## config.mk

```make
export PLATFORM = sky130hd
export DESIGN_NAME = spinner_multi
export DESIGN_NICKNAME = d
export VERILOG_FILES = /design/src/rtl/spinner_multi.sv
export SDC_FILE = /design/constraint.sdc
export NUM_CORES = 1
export LEC_CHECK = 0
export BUFFER_PORTS_ARGS = -buffer_cell sky130_fd_sc_hd__buf_4
export CORE_MARGIN = 2
export CORE_UTILIZATION = 50
export DETAILED_ROUTE_END_ITERATION = 10
export GPL_TIMING_DRIVEN = 0
export HOLD_SLACK_MARGIN = 0.05
export PLACE_DENSITY = 0.76
export SLEW_MARGIN = 20
export SYNTH_ARGS = -nofsm -noshare
export SYNTH_HDL_FRONTEND = slang
export SYNTH_SLANG_ARGS = --single-unit
```

## constraint.sdc

```tcl
create_clock -name clk -period 4.3 [get_ports clk]
set_input_delay 0.43 -clock clk [delete_from_list [all_inputs] [get_ports clk]]
set_output_delay 0.43 -clock clk [all_outputs]
set_load 0.02 [all_outputs]
```

## src/rtl/spinner_multi.sv

```systemverilog
// Multi-channel rotary position generator: digital step requests paced by the
// frame strobe plus analog spinner deltas, combined into a wrapping or saturating position.
module spinner_multi #(
  parameter int          CHANNELS   = 2,
  parameter int          OUT_W      = 4,
  parameter int          SLOW_RATE  = 8,
  parameter int          FAST_RATE  = 2,
  parameter int          SPIN_SHIFT = 2,
  parameter int unsigned CLAMP_MASK = 0,
  parameter int          INIT       = 0
) (
  input  logic                      clk,
  input  logic                      reset,
  input  logic                      strobe,
  input  logic [CHANNELS-1:0]       fast,
  input  logic [CHANNELS-1:0]       minus,
  input  logic [CHANNELS-1:0]       plus,
  input  logic [9*CHANNELS-1:0]     spin_in,
  output logic [OUT_W*CHANNELS-1:0] spin_out,
  output logic [CHANNELS-1:0]       moved
);

  localparam int TW = 9 + SPIN_SHIFT;
  localparam int FW = (SPIN_SHIFT > 0) ? SPIN_SHIFT : 1;
  localparam logic signed [11:0] MAX_POS = 12'((1 << OUT_W) - 1);

  logic str_d;
  logic armed;
  logic sample;

  // armed stays low for the first cycle after reset so a toggle bit that was
  // already set does not look like a fresh analog sample
  always_ff @(posedge clk or posedge reset) begin
    if (reset) begin
      str_d <= 1'b0;
      armed <= 1'b0;
    end else begin
      str_d <= strobe;
      armed <= 1'b1;
    end
  end

  assign sample = strobe & ~str_d;

  for (genvar c = 0; c < CHANNELS; c++) begin : g_ch
    localparam bit CLAMP = ((CLAMP_MASK >> c) & 1) != 0;

    logic [7:0]             cnt, cnt_next, rate;
    logic [8:0]             cnt_inc;
    logic signed [9:0]      dstep, astep, step;
    logic [FW-1:0]          frac, frac_next;
    logic                   tog_d, new_evt;
    logic signed [7:0]      delta;
    logic signed [TW-1:0]   total, shifted;
    logic signed [11:0]     sum;
    logic [OUT_W-1:0]       pos, pos_next;
    logic                   moved_r;

    always_comb begin
      rate    = fast[c] ? 8'(FAST_RATE) : 8'(SLOW_RATE);
      cnt_inc = {1'b0, cnt} + 9'd1;
      dstep   = '0;
      cnt_next = cnt;
      if (sample) begin
        if (plus[c] ^ minus[c]) begin
          if (cnt == 8'd0) dstep = plus[c] ? 10'sd1 : -10'sd1;
          cnt_next = (cnt_inc >= {1'b0, rate}) ? 8'd0 : cnt_inc[7:0];
        end else begin
          cnt_next = 8'd0;
        end
      end
    end

    // fractional remainder is the floor-mod of the accumulated delta
    always_comb begin
      new_evt   = armed & (spin_in[9*c+8] ^ tog_d);
      delta     = spin_in[9*c +: 8];
      total     = TW'(delta) + TW'(frac);
      shifted   = total >>> SPIN_SHIFT;
      astep     = '0;
      frac_next = frac;
      if (new_evt) begin
        astep     = 10'(shifted);
        frac_next = (SPIN_SHIFT > 0) ? total[FW-1:0] : '0;
      end
    end

    always_comb begin
      step = dstep + astep;
      sum  = 12'($signed({1'b0, pos})) + 12'(step);
      pos_next = sum[OUT_W-1:0];
      if (CLAMP) begin
        if (sum < 12'sd0)        pos_next = '0;
        else if (sum > MAX_POS)  pos_next = MAX_POS[OUT_W-1:0];
      end
    end

    always_ff @(posedge clk or posedge reset) begin
      if (reset) begin
        cnt     <= 8'd0;
        frac    <= '0;
        tog_d   <= 1'b0;
        pos     <= OUT_W'(INIT);
        moved_r <= 1'b0;
      end else begin
        cnt     <= cnt_next;
        frac    <= frac_next;
        tog_d   <= spin_in[9*c+8];
        pos     <= pos_next;
        moved_r <= (pos_next != pos);
      end
    end

    assign spin_out[OUT_W*c +: OUT_W] = pos;
    assign moved[c] = moved_r;
  end

endmodule

```

; ---- Word level (Yosys, flattened, before mapping)
; Index checks and enable logic that the tools add are counted.
[word_totals]
register_bits = 34
input_bits = 27
[op_classes]
addsub = 8
order_cmp = 2
eq_ne = 2
n_mux = 16
bitwise_logic = 8
n_reduce_logical = 2
[op_table]
columns = operator, n
row1 = $mux W4, 12
row2 = $mux W8, 4
row3 = $add A8 B1 Y9 const B, 2
row4 = $ge A9 B4 Y1, 2
row5 = $add A4 B4 Y4, 4
row6 = $logic_not A8 Y1, 2
row7 = $add A6 B3 Y6, 2
row8 = $ne A4 B4 Y1, 2
row9 = $xor A1 B1 Y1, 4
row10 = $and A1 B1 Y1, 3
row11 = $not A1 Y1, 1

; ---- Depth between registers and ports, before layout
; Gate-level depths: netlist of run 1.
[depth]
depth_word = 7
depth_mapped = 14
ltp_nobuf = 14

; ---- Worst setup path before layout of run 1
; No wires, ideal clock.
[synth_timing]
path_kind = in2reg
start = input spin_in[0]
end = register g_ch[0].moved_r
setup_ns = 0.140
arrival_time_ns = 2.882
required_ns = 4.160
setup_slack_ns = 1.278
path_stages = 12
path_buffers = 0
path_cell_list = ha_1 fa_1 nand3_1 xor2_1 nor2_1 fa_1 inv_1 fa_1 xor2_1 xnor2_1 xnor2_1 nand4_1
[synth_via]
elab_chain_cells = 5
[synth_lines]
columns = item, line
row1 = "start, declared", 18  ; input logic [9*CHANNELS-1:0] spin_in,
row2 = $add A6 B3 Y6, 78  ; total = TW'(delta) + TW'(frac);
row3 = $mux W4, 82  ; if (new_evt) begin
row4 = $add A4 B4 Y4, 89  ; step = dstep + astep;
row5 = $add A4 B4 Y4, 90  ; sum = 12'($signed({1'b0, pos})) + 12'(step);
row6 = $ne A4 B4 Y1, 110  ; moved_r <= (pos_next != pos);
row7 = "end signal, assigned", 110
row8 = "end, declared", 57  ; logic moved_r;
; No other way between the ends.
; A chain may end at the register's enable or synchronous reset.

; ---- Worst setup path after layout of run 1
[layout_timing]
start = register g_ch[0].cnt[0]
end = register g_ch[0].moved_r
[layout_via]
elab_chain_cells = 7
[layout_lines]
columns = item, line
row1 = "start, declared", 48  ; logic [7:0] cnt, cnt_next, rate;
row2 = "start signal, assigned", 106  ; cnt <= cnt_next;
row3 = $logic_not A8 Y1, 66  ; if (cnt == 8'd0) dstep = plus[c] ? 10'sd1 : -10'sd1;
row4 = $mux W4, 66
row5 = $mux W4, 65  ; if (plus[c] ^ minus[c]) begin
row6 = $mux W4, 64  ; if (sample) begin
row7 = $add A4 B4 Y4, 89
row8 = $add A4 B4 Y4, 90
row9 = $ne A4 B4 Y1, 110
; No other way between the ends.

==> results by group, run 1 <==
Pwr
  • Comb power frac: 44.4%
  • VDD IR-drop max: 0.178 mV
  • Internal power: 790 uW
  • Sequential Power Share: 36.5%
  • Clk pwr share: 19.1%
  • Switching Share: 37.2%
  • P per Cell Area: 493 nW/um2
  • Switching power: 468 uW
  • Leakage: 0.00120 uW

Global route
  • Largest net degree at the start of global routing: 35
  • Number of global-route vias before repair: 1537
  • Tot GR Track Use: 17.1%
  • First-pass GRT wire length: 6710 um
  • Grt ovf: 0
  • Initial antenna violation count: 0

Logic synthesis
  • FF+latch count, synth: 34
  • Syn nets: 255
  • Yosys warnings: 0
  • Post-synth top flop: dfrtp_1
  • Synth top area share: 39.4%
  • Synth top cells by count: 34 x dfrtp_1, 29 x inv_1, 14 x ha_1
  • Post-synthesis sequential area ratio: 39.4%
  • Mapped Area: 2160 um2
  • Number of synthesized flops with an enable pin: 0
  • Most frequent cell after synthesis: dfrtp_1
  • Avg Cell Area, Syn: 10.6 um2
  • Netlist cell types: 37
  • Synth area leaders: dfrtp_1 39%, fa_1 9.3%, ha_1 8.1%
  • Yosys top cell by area: dfrtp_1
  • Synth Instances: 204
  • FFs w/ async S/R, synth: 100%

Floorplanning
  • Core area: 4090 um2
  • Die Width: 69.7 um
  • Die Height: 69.7 um
  • Rows: 23
  • Initial core utilization: 52.8%
  • I/O pin count: 37
  • Die area: 4860 um2

Worst setup path
  • CP arrival: 3.41 ns
  • Highest net fanout along the worst path: 6
  • CP max stage cell: dfrtp_1
  • Worst path max stage delay: 0.44 ns
  • Cell Chain, Critical Path: inv_1 > ha_1 > nor4b_1 > and4_2 > inv_1 > fa_1 > inv_1 > ha_1 > inv_1 > fa_1 > xor2_1 > xnor2_1 > xnor2_1 > nand4_1
  • Critical Path RT: 4.46 ns
  • Crit path top cell by count: inv_1
  • WS Path Type: flop to flop
  • Critical path endpoint category: flop
  • Worst setup SP type: flop

CTS
  • Clock tree buffer depth: 2
  • Worst-Skew Late Latency: 0.29 ns
  • H-tree depth: 2
  • Post-CTS setup buffers: 0
  • CTS tree: built
  • Clock slew at reported path FFs: 0.07 ns
  • Hold_buf cts: 0
  • Clk root buf: clkbuf_8
  • Clock sinks: 34
  • Resize count post-CTS: 0
  • Cts bufs inserted: 5

Timing
  • RSZ-0062 raised after global routing: false
  • Fin Hold WS: 0.245 ns
  • Post-layout min period: 3.25 ns
  • Slew margin rel.: 54.5%
  • Max-slew violations: 0
  • Setup TNS Final: 0 ns
  • Final hold violations: 0
  • Final setup viols: 0
  • Worst Clk Skew: 0.00531 ns
  • Final period utilization: 75.7%
  • Worst-Margin Slew: 0.682 ns
  • FMAX: 0.307 GHz
  • Final worst slack: 1.05 ns

Job
  • Maxcap violations: 0

Finish
  • Area of the multi-input gates: 1180 um2
  • Share of cells above drive strength 1: 21.7%
  • Fillers: 323
  • Antenna diodes: 0
  • Post-route cell area: 2550 um2
  • P&R area growth vs syn: 18.3%
  • Post-layout net count: 294
  • Seq. cell area: 851 um2

Drt
  • Vias per inst: 5.09
  • Post-DRT Antenna Nets: 0
  • Detailed Routing Iterations Pass 1: 4
  • WL/cell: 12.1 um
  • Via count: 1496
  • Routed Wire Length: 3550 um
  • Initial DRC Count: 37
  • Remaining routing DRC violations: 0

Placement
  • Pre-CTS WS: 0.980 ns
  • Cell area after placement: 2460 um2
  • Placer Congestion: 0.791
  • DP HPWL: 2830 um
  • Port bufs: 32

Run status
  • Status: completed

Hold path
  • Hold Crit Class: input port to asynchronous set/reset pin
## layer usage
layer  global-route usage (%)  up-vias  wire length, um
met5                        0        -                0
met3                     5.23        4              194
met4                     5.34        0               29
met2                     27.6       32             1670
met1                     22.3      704             1650
li1                         -      756                -
## power by group through the flow
stage	Sequential (uW)	Clock, uW	Combinational (uW)
global route	472	263	629
finish	459	241	558
floorplan	503	0	353
CTS	460	250	562
global placement	462	0	538
detailed placement	466	0	559
## per-stage QoR
step	power (uW)	instances	utilization [%]
after floorplan	856	204	-
after global placement	1000	286	60.3
after detailed placement	1030	286	60.3
after CTS	1270	294	62.5
after global routing	1360	294	62.5
final	1260	294	62.5
## sequential cells by signal, indices dropped and copies added, names as in the netlist
register      count
str_d             1
g_ch.cnt         16
g_ch.tog_d        2
g_ch.moved_r      2
g_ch.pos          8
g_ch.frac         4
armed             1
## area by class of cell
cell class / instances / share of cell area, %
buffer: 4 / 0.882
clock buffer: 7 / 3.38
clock inverter: 1 / 0.196
inverter: 29 / 4.26
multi-input combinational: 137 / 46.1
sequential: 34 / 33.3
tap: 50 / 2.45
timing repair buffer: 32 / 9.41
## worst max-delay path, delay by kind of cell, from the launching register on
kind	cells	cell delay, ns
adders and majority gates	4	1.08
and+or+nand+nor	3	0.76
xor gates and xnor gates	3	0.55
DFF	1	0.44
buffers and inverters	4	0.28
## final timing paths
kind | depth (start not counted) | endpoint | slack, ns | from
setup / recovery | 14 | g_ch[0].moved_r$_DFF_PP0_ | 1.05 | g_ch[0].cnt[0]$_DFFE_PP0N_
hold / removal | 2 | g_ch[0].pos[3]$_DFF_PP0_ | 0.24 | reset
setup reg to reg | 14 | g_ch[0].moved_r$_DFF_PP0_ | 1.05 | g_ch[0].cnt[0]$_DFFE_PP0N_
hold reg to reg | 1 | g_ch[1].pos[3]$_DFF_PP0_ | 0.47 | g_ch[1].pos[3]$_DFF_PP0_
max in group asynchronous | 2 | g_ch[1].cnt[1]$_DFFE_PP0N_ | 3.61 | reset
min in group clk | 1 | g_ch[1].tog_d$_DFF_PP0_ | 0.27 | spin_in[17]
## placed cells by master (no fill, tap or decap), types with 5 or more instances in the layout
cell / Yosys / layout
a21oi_1: 5 / 5
nand3_1: 11 / 11
o21ai_0: 7 / 7
dfrtp_1: 34 / 34
and2_1: 8 / 8
fa_1: 10 / 10
inv_1: 29 / 28
xnor2_1: 13 / 13
ha_1: 14 / 14
buf_4: 2 / 34
xor2_1: 12 / 12
nand2_1: 12 / 12
clkbuf_8: 0 / 6
nor2b_1: 6 / 6
## cells by family (layout without fill, tap and decap cells)
group / Yosys count / count (layout) / share of synthesized area, %
AND/OR/NAND/NOR: 56 / 56 / 15.2
AO/OA/AOI/OAI: 27 / 27 / 9.33
multiplexers: 4 / 4 / 2.26
other: 1 / 1 / 0.174
flip-flops: 34 / 34 / 39.4
buffers and inverters: 33 / 73 / 6.08
XOR/XNOR: 25 / 25 / 10.1
adder cells (fa/ha/maj): 24 / 24 / 17.4
No activity file was read; power rests on OpenSTA's default activity.
==> inputs of run 2 (changes only) <==
--- a/config.mk
+++ b/config.mk
@@ -11,7 +11,7 @@
 export DETAILED_ROUTE_END_ITERATION = 10
 export GPL_TIMING_DRIVEN = 0
 export HOLD_SLACK_MARGIN = 0.05
-export PLACE_DENSITY = 0.76
+export PLACE_DENSITY = 0.79
 export SLEW_MARGIN = 20
 export SYNTH_ARGS = -nofsm -noshare
 export SYNTH_HDL_FRONTEND = slang
==> constraint.sdc (replaced) <==
create_clock -name clk -period 2.78 [get_ports clk]
set_input_delay 0.278 -clock clk [delete_from_list [all_inputs] [get_ports clk]]
set_output_delay 0.278 -clock clk [all_outputs]
set_load 0.02 [all_outputs]
==> run 2 against run 1 <==
Compared with the run above: the flow now finishes with violations (setup timing); design area up 11%; power up 87%; critical path depth down 2; count of clock-buffer cells in the layout down 2.
==> results by group, run 2 (synthesis gave the netlist of run 1 again) <==
Finish
  • Antenna diodes: 0
  • Fin util: 69.6%
  • Share of cells above drive strength 1: 38.8%
  • Largest regs: g_ch.cnt: 16 flops, g_ch.pos: 8 flops, g_ch.frac: 4 flops
  • Most flops, register: g_ch.cnt
  • Post-route cell area: 2840 um2
  • Commonest cells after routing, fill and taps aside: 45 x buf_4, 32 x dfrtp_1, 20 x inv_1
  • Max reg flops: 16
  • Final Non-Filler Cells: 305
  • Post-layout net count: 305
  • Fillers: 299
  • Most common cell after layout, fill and taps aside: buf_4
  • P&R area growth vs syn: 31.6%

Floorplanning
  • Initial core utilization: 52.8%
  • Die Width: 69.7 um
  • Core area: 4090 um2
  • Die Height: 69.7 um
  • I/O pin count: 37
  • Die area: 4860 um2
  • Rows: 23

Drt
  • WL/cell: 13.7 um
  • Post-DRT Antenna Nets: 0
  • Routed Wire Length: 4170 um
  • Initial DRC Count: 85
  • Via count: 1585
  • Detailed Routing Iterations Pass 1: 4
  • Vias per inst: 5.20
  • Remaining routing DRC violations: 0

Timing
  • Slew margin rel.: 52.7%
  • Max-slew violations: 0
  • Final hold violations: 0
  • FMAX: 0.330 GHz
  • RSZ-0062 raised after global routing: true
  • Final period utilization: 109%
  • Post-layout min period: 3.03 ns
  • Final worst slack: -0.248 ns
  • Worst Clk Skew: 0.00521 ns
  • Worst-Margin Slew: 0.709 ns
  • Final setup viols: 4

Global route
  • First-pass GRT wire length: 7450 um
  • Largest net degree at the start of global routing: 35
  • Tot GR Track Use: 19.1%
  • Number of global-route vias before repair: 1648
  • Initial antenna violation count: 0
  • Grt ovf: 0

CTS
  • Clock slew at reported path FFs: 0.08 ns
  • H-tree depth: 2
  • CTS tree: built
  • Clk root buf: clkbuf_8
  • Clock tree buffer depth: 2
  • Worst-Skew Late Latency: 0.29 ns
  • Clock sinks: 34
  • Cts bufs inserted: 5

Worst setup path
  • WS Path Type: flop to flop
  • Reg2reg end: g_ch[1].moved_r$_DFF_PP0_
  • Highest net fanout along the worst path: 3
  • Critical Path RT: 2.93 ns
  • FF-to-FF path depth: 12
  • Cell Chain, Critical Path: ha_4 > inv_1 > fa_2 > or3_4 > a21oi_2 > fa_1 > inv_2 > fa_2 > xor2_2 > xnor2_1 > xnor2_1 > nand4_1
  • CP max stage cell: fa_1
  • Critical path endpoint category: flop
  • CP arrival: 3.17 ns
  • Reg2reg start: g_ch[1].frac[0]$_DFFE_PP0P_
  • Flop2flop setup slack: -0.25 ns
  • Worst path max stage delay: 0.44 ns
  • Worst setup SP type: flop

Pwr
  • Tot Pwr: 2350 uW
  • P per Cell Area: 828 nW/um2
  • VDD IR-drop max: 0.336 mV
  • Leakage: 0.00133 uW

Placement
  • Cell area after placement: 2530 um2
  • Port bufs: 32
  • Pre-CTS WS: -0.311 ns
  • DP Cell Count: 286
  • DP HPWL: 3010 um
  • Placer Congestion: 0.796

Run status
  • Status: finished with violations
  • Failing checks: setup timing

Job
  • Maxcap violations: 0

Hold path
  • Hold Crit Class: input port to asynchronous set/reset pin
## run 2: worst max-delay path, delay by kind of cell (launching register included)
family,cells,cell delay (ns)
adder cells (fa/ha/maj),4,1.19
AND/OR/NAND/NOR,2,0.53
XOR/XNOR,3,0.47
flip-flops,1,0.39
AO/OA/AOI/OAI,1,0.17
buffers and inverters,2,0.14
## run 2: routing by layer
| layer | routed length, um | vias up | global-route usage, % |
|---|---|---|---|
| li1 | - | 773 | - |
| met1 | 1870 | 780 | 23.9 |
| met2 | 2140 | 30 | 33.1 |
| met3 | 142 | 2 | 5.09 |
| met4 | 14 | 0 | 4.27 |
| met5 | 0 | - | 0 |
## run 2: how the worst max path moves through the flow
stage | startpoint | endpoint | cells past startpoint
final | g_ch[1].frac[0]$_DFFE_PP0P_ | g_ch[1].moved_r$_DFF_PP0_ | 12
after global routing | g_ch[1].frac[0]$_DFFE_PP0P_ | g_ch[1].moved_r$_DFF_PP0_ | 12
after CTS | g_ch[1].frac[1]$_DFFE_PP0P_ | g_ch[1].moved_r$_DFF_PP0_ | 14
after detailed placement | g_ch[0].cnt[0]$_DFFE_PP0N_ | g_ch[0].moved_r$_DFF_PP0_ | 14
after global placement | strobe | g_ch[1].moved_r$_DFF_PP0_ | 14
after floorplan | g_ch[0].frac[1]$_DFFE_PP0P_ | g_ch[0].moved_r$_DFF_PP0_ | 14
## run 2: area by class of cell
class / count / area [um2] / share of cell area (%)
repair buffers: 43 / 323 / 11.4
flip-flops and latches: 34 / 853 / 30.0
well taps: 50 / 62.6 / 2.20
clock buffers: 5 / 68.8 / 2.42
plain buffers: 4 / 23.8 / 0.836
clock inverters: 3 / 68.8 / 2.42
multi-input cells: 137 / 1330 / 46.9
inverters: 29 / 109 / 3.83
## run 2: metrics by stage
stage / hold WS, ns / TNS, ns
floorplan: 0.309 / -0.158
detailed placement: 0.403 / -1.15
global route: 0.0880 / -1.44
global placement: 0.403 / -0.878
CTS: 0.0967 / -0.890
finish: 0.101 / -0.842
## run 2: where the power goes
group	switching (uW)	internal, uW	leakage (uW)
logic	530	559	0.000842
clock network	195	359	0.0000683
registers	100	611	0.000424
## run 2: what timing repair did
item	CTS	global route
setup endpoints to repair	4	5
hold buffers	0	0
setup buffers	9	2
gates resized for setup	6	15
pin swaps	14	10
==> inputs of run 3 (changes only) <==
--- a/config.mk
+++ b/config.mk
@@ -6,12 +6,14 @@
 export NUM_CORES = 1
 export LEC_CHECK = 0
 export BUFFER_PORTS_ARGS = -buffer_cell sky130_fd_sc_hd__buf_4
+export CAP_MARGIN = 15
+export CORE_ASPECT_RATIO = 0.5
 export CORE_MARGIN = 2
-export CORE_UTILIZATION = 50
+export CORE_UTILIZATION = 35
 export DETAILED_ROUTE_END_ITERATION = 10
 export GPL_TIMING_DRIVEN = 0
 export HOLD_SLACK_MARGIN = 0.05
-export PLACE_DENSITY = 0.79
+export PLACE_DENSITY = 0.6
 export SLEW_MARGIN = 20
 export SYNTH_ARGS = -nofsm -noshare
 export SYNTH_HDL_FRONTEND = slang
==> run 3 against run 2 <==
Compared with the run above: the flow still finishes with violations (setup timing); clock power increased by 7.6%; clock skew is 0.0015 ns lower; count of clock-buffer cells in the layout grew 3; combinational power is 11% lower; utilization is 23 points lower; non-clock buffer count down 7; hold slack gained 0.023 ns; worst setup slack lost 0.021 ns; routed wire length down 3.4%; sequential share of layout area is 0.65 points higher; critical path depth up 2.
==> results by group, run 3 (synthesis gave the netlist of run 1 again) <==
Run status
  • Status: finished with violations
  • Failing checks: setup timing

Hold path
  • Hold Crit Class: input port to asynchronous set/reset pin

Placement
  • Placer Congestion: 0.865
  • DP HPWL: 3090 um
  • DP Cell Count: 313
  • Pre-CTS WS: -0.342 ns
  • Port bufs: 32

Floorplanning
  • Die Height: 59.5 um
  • Die Width: 115 um
  • Rows: 20
  • I/O pin count: 37
  • Initial core utilization: 36.0%
  • Core area: 6010 um2
  • Die area: 6850 um2

Drt
  • Remaining routing DRC violations: 0
  • Routed Wire Length: 4030 um
  • Initial DRC Count: 49
  • Detailed Routing Iterations Pass 1: 4
  • Post-DRT Antenna Nets: 0
  • Via count: 1533
  • Vias per inst: 4.72
  • WL/cell: 12.4 um

Worst setup path
  • Critical Path RT: 2.91 ns
  • Flop2flop setup slack: -0.27 ns
  • Worst path max stage delay: 0.44 ns
  • Crit path top cell by count: inv_1
  • Critical path endpoint category: flop
  • WS Path Type: flop to flop
  • Cell Chain, Critical Path: inv_1 > ha_1 > nor4b_4 > and4_4 > inv_1 > fa_1 > inv_1 > ha_1 > inv_1 > fa_2 > xor2_1 > xnor2_1 > xnor2_1 > nand4_1
  • Highest net fanout along the worst path: 6
  • CP arrival: 3.18 ns
  • Worst setup SP type: flop
  • Reg2reg start: g_ch[0].cnt[0]$_DFFE_PP0N_
  • FF-to-FF path depth: 14
  • CP max stage cell: dfrtp_2
  • Reg2reg end: g_ch[0].moved_r$_DFF_PP0_

Finish
  • Area of the multi-input gates: 1260 um2
  • Largest regs: g_ch.cnt: 16 flops, g_ch.pos: 8 flops, g_ch.frac: 4 flops
  • Seq. cell area: 853 um2
  • P&R area growth vs syn: 28.9%
  • Share of cells above drive strength 1: 32.7%
  • Antenna diodes: 0
  • Post-layout net count: 298
  • Fillers: 570
  • Most common cell after layout, fill and taps aside: buf_4
  • Commonest cells after routing, fill and taps aside: 38 x buf_4, 32 x dfrtp_1, 24 x inv_1
  • Final Non-Filler Cells: 325
  • Max reg flops: 16
  • Fin util: 46.3%
  • Most flops, register: g_ch.cnt

Timing
  • Post-layout min period: 3.05 ns
  • FMAX: 0.328 GHz
  • Final hold violations: 0
  • Slew margin rel.: 51.8%
  • Final setup viols: 4
  • Final worst slack: -0.269 ns
  • Worst-Margin Slew: 0.722 ns
  • Worst Clk Skew: 0.00374 ns
  • Max-slew violations: 0
  • Setup TNS Final: -0.887 ns
  • Final period utilization: 110%
  • RSZ-0062 raised after global routing: true

CTS
  • Clk root buf: clkbuf_16
  • Clock sinks: 34
  • Cts bufs inserted: 5
  • H-tree depth: 2
  • Clock tree buffer depth: 2
  • CTS tree: built
  • Clock slew at reported path FFs: 0.05 ns
  • Hold_buf cts: 0
  • Worst-Skew Late Latency: 0.27 ns

Global route
  • First-pass GRT wire length: 7020 um
  • Grt ovf: 0
  • Largest net degree at the start of global routing: 35
  • M2 GR Usage: 21.2%
  • Initial antenna violation count: 0
  • GR peak layer: met2
  • Tot GR Track Use: 13.5%
  • M3 GR Usage: 3.89%
  • GR Layer Usage met1: 18.0%
  • Number of global-route vias before repair: 1521

Pwr
  • VDD IR-drop max: 0.232 mV
  • Tot Pwr: 2280 uW
  • Leakage: 0.00130 uW
  • P per Cell Area: 819 nW/um2

Job
  • Maxcap violations: 0
[run 3: cell types whose count changed in the layout (fill, tap and decap cells not counted), moves of 2 or more]
| cell | before | now |
|---|---|---|
| clkbuf_8 | 5 | 3 |
| bufinv_16 | 2 | 0 |
| ha_4 | 3 | 0 |
| ha_2 | 1 | 3 |
| inv_2 | 9 | 5 |
| fa_1 | 4 | 6 |
| buf_4 | 45 | 38 |
| inv_1 | 20 | 24 |
| fa_2 | 6 | 4 |
| clkbuf_16 | 0 | 5 |
[run 3: per-stage QoR]
| step | hold slack, ns | area (um2) |
|---|---|---|
| 2_1_floorplan | 0.309 | 2230 |
| 3_3_place_gp | 0.403 | 2560 |
| 3_5_place_dp | 0.405 | 2560 |
| 4_1_cts | 0.121 | 2770 |
| 5_1_grt | 0.118 | 2780 |
| 6_report | 0.124 | 2780 |
[run 3: power by group]
part	leakage, uW	internal [uW]	switching (uW)	total [uW]
Clock	0.0000832	405	192	597
Sequential	0.000424	613	96.8	710
Combinational	0.000794	484	487	971
[run 3: layer usage]
metal | vias up | routed length [um] | part of all wire (%)
li1 | 768 | - | -
met1 | 740 | 1930 | 48
met2 | 19 | 1920 | 48
met3 | 6 | 113 | 2.8
met4 | 0 | 66 | 1.6
met5 | - | 0 | 0
[run 3: worst max-delay path: cells and delay by family, from the launching register on]
family	cells	cell delay, ns
fa+ha+maj	4	1.06
simple gates	3	0.58
xor+xnor	3	0.57
flops	1	0.44
buf+inv	4	0.25
[run 3: area by class of cell]
cell class                      instances  share of cell area [%]
Sequential cell                        34                    30.7
Multi-Input combinational cell        137                    45.4
Inverter                               29                    3.91
Buffer                                  4                   0.854
Clock buffer                            8                    5.98
Tap cell                               77                    3.46
Timing Repair Buffer                   36                    9.71
[run 3: worst max path at each step]
stage	from	endpoint	slack [ns]	depth (start not counted)
2_1_floorplan	g_ch[0].frac[1]$_DFFE_PP0P_	g_ch[0].moved_r$_DFF_PP0_	-0.07	14
5_1_grt	g_ch[0].frac[1]$_DFFE_PP0P_	g_ch[0].moved_r$_DFF_PP0_	-0.48	14
4_1_cts	g_ch[0].frac[1]$_DFFE_PP0P_	g_ch[0].moved_r$_DFF_PP0_	-0.27	14
3_5_place_dp	strobe	g_ch[0].moved_r$_DFF_PP0_	-0.34	14
3_3_place_gp	strobe	g_ch[0].moved_r$_DFF_PP0_	-0.29	14
6_report	g_ch[0].cnt[0]$_DFFE_PP0N_	g_ch[0].moved_r$_DFF_PP0_	-0.27	14
[run 3: repair_timing]
item | 4_1_cts | 5_1_grt
endpoints found under the setup margin | 4 | 5
buffers inserted | 3 | 1
resized for setup | 4 | 3
pin swaps | 10 | 8
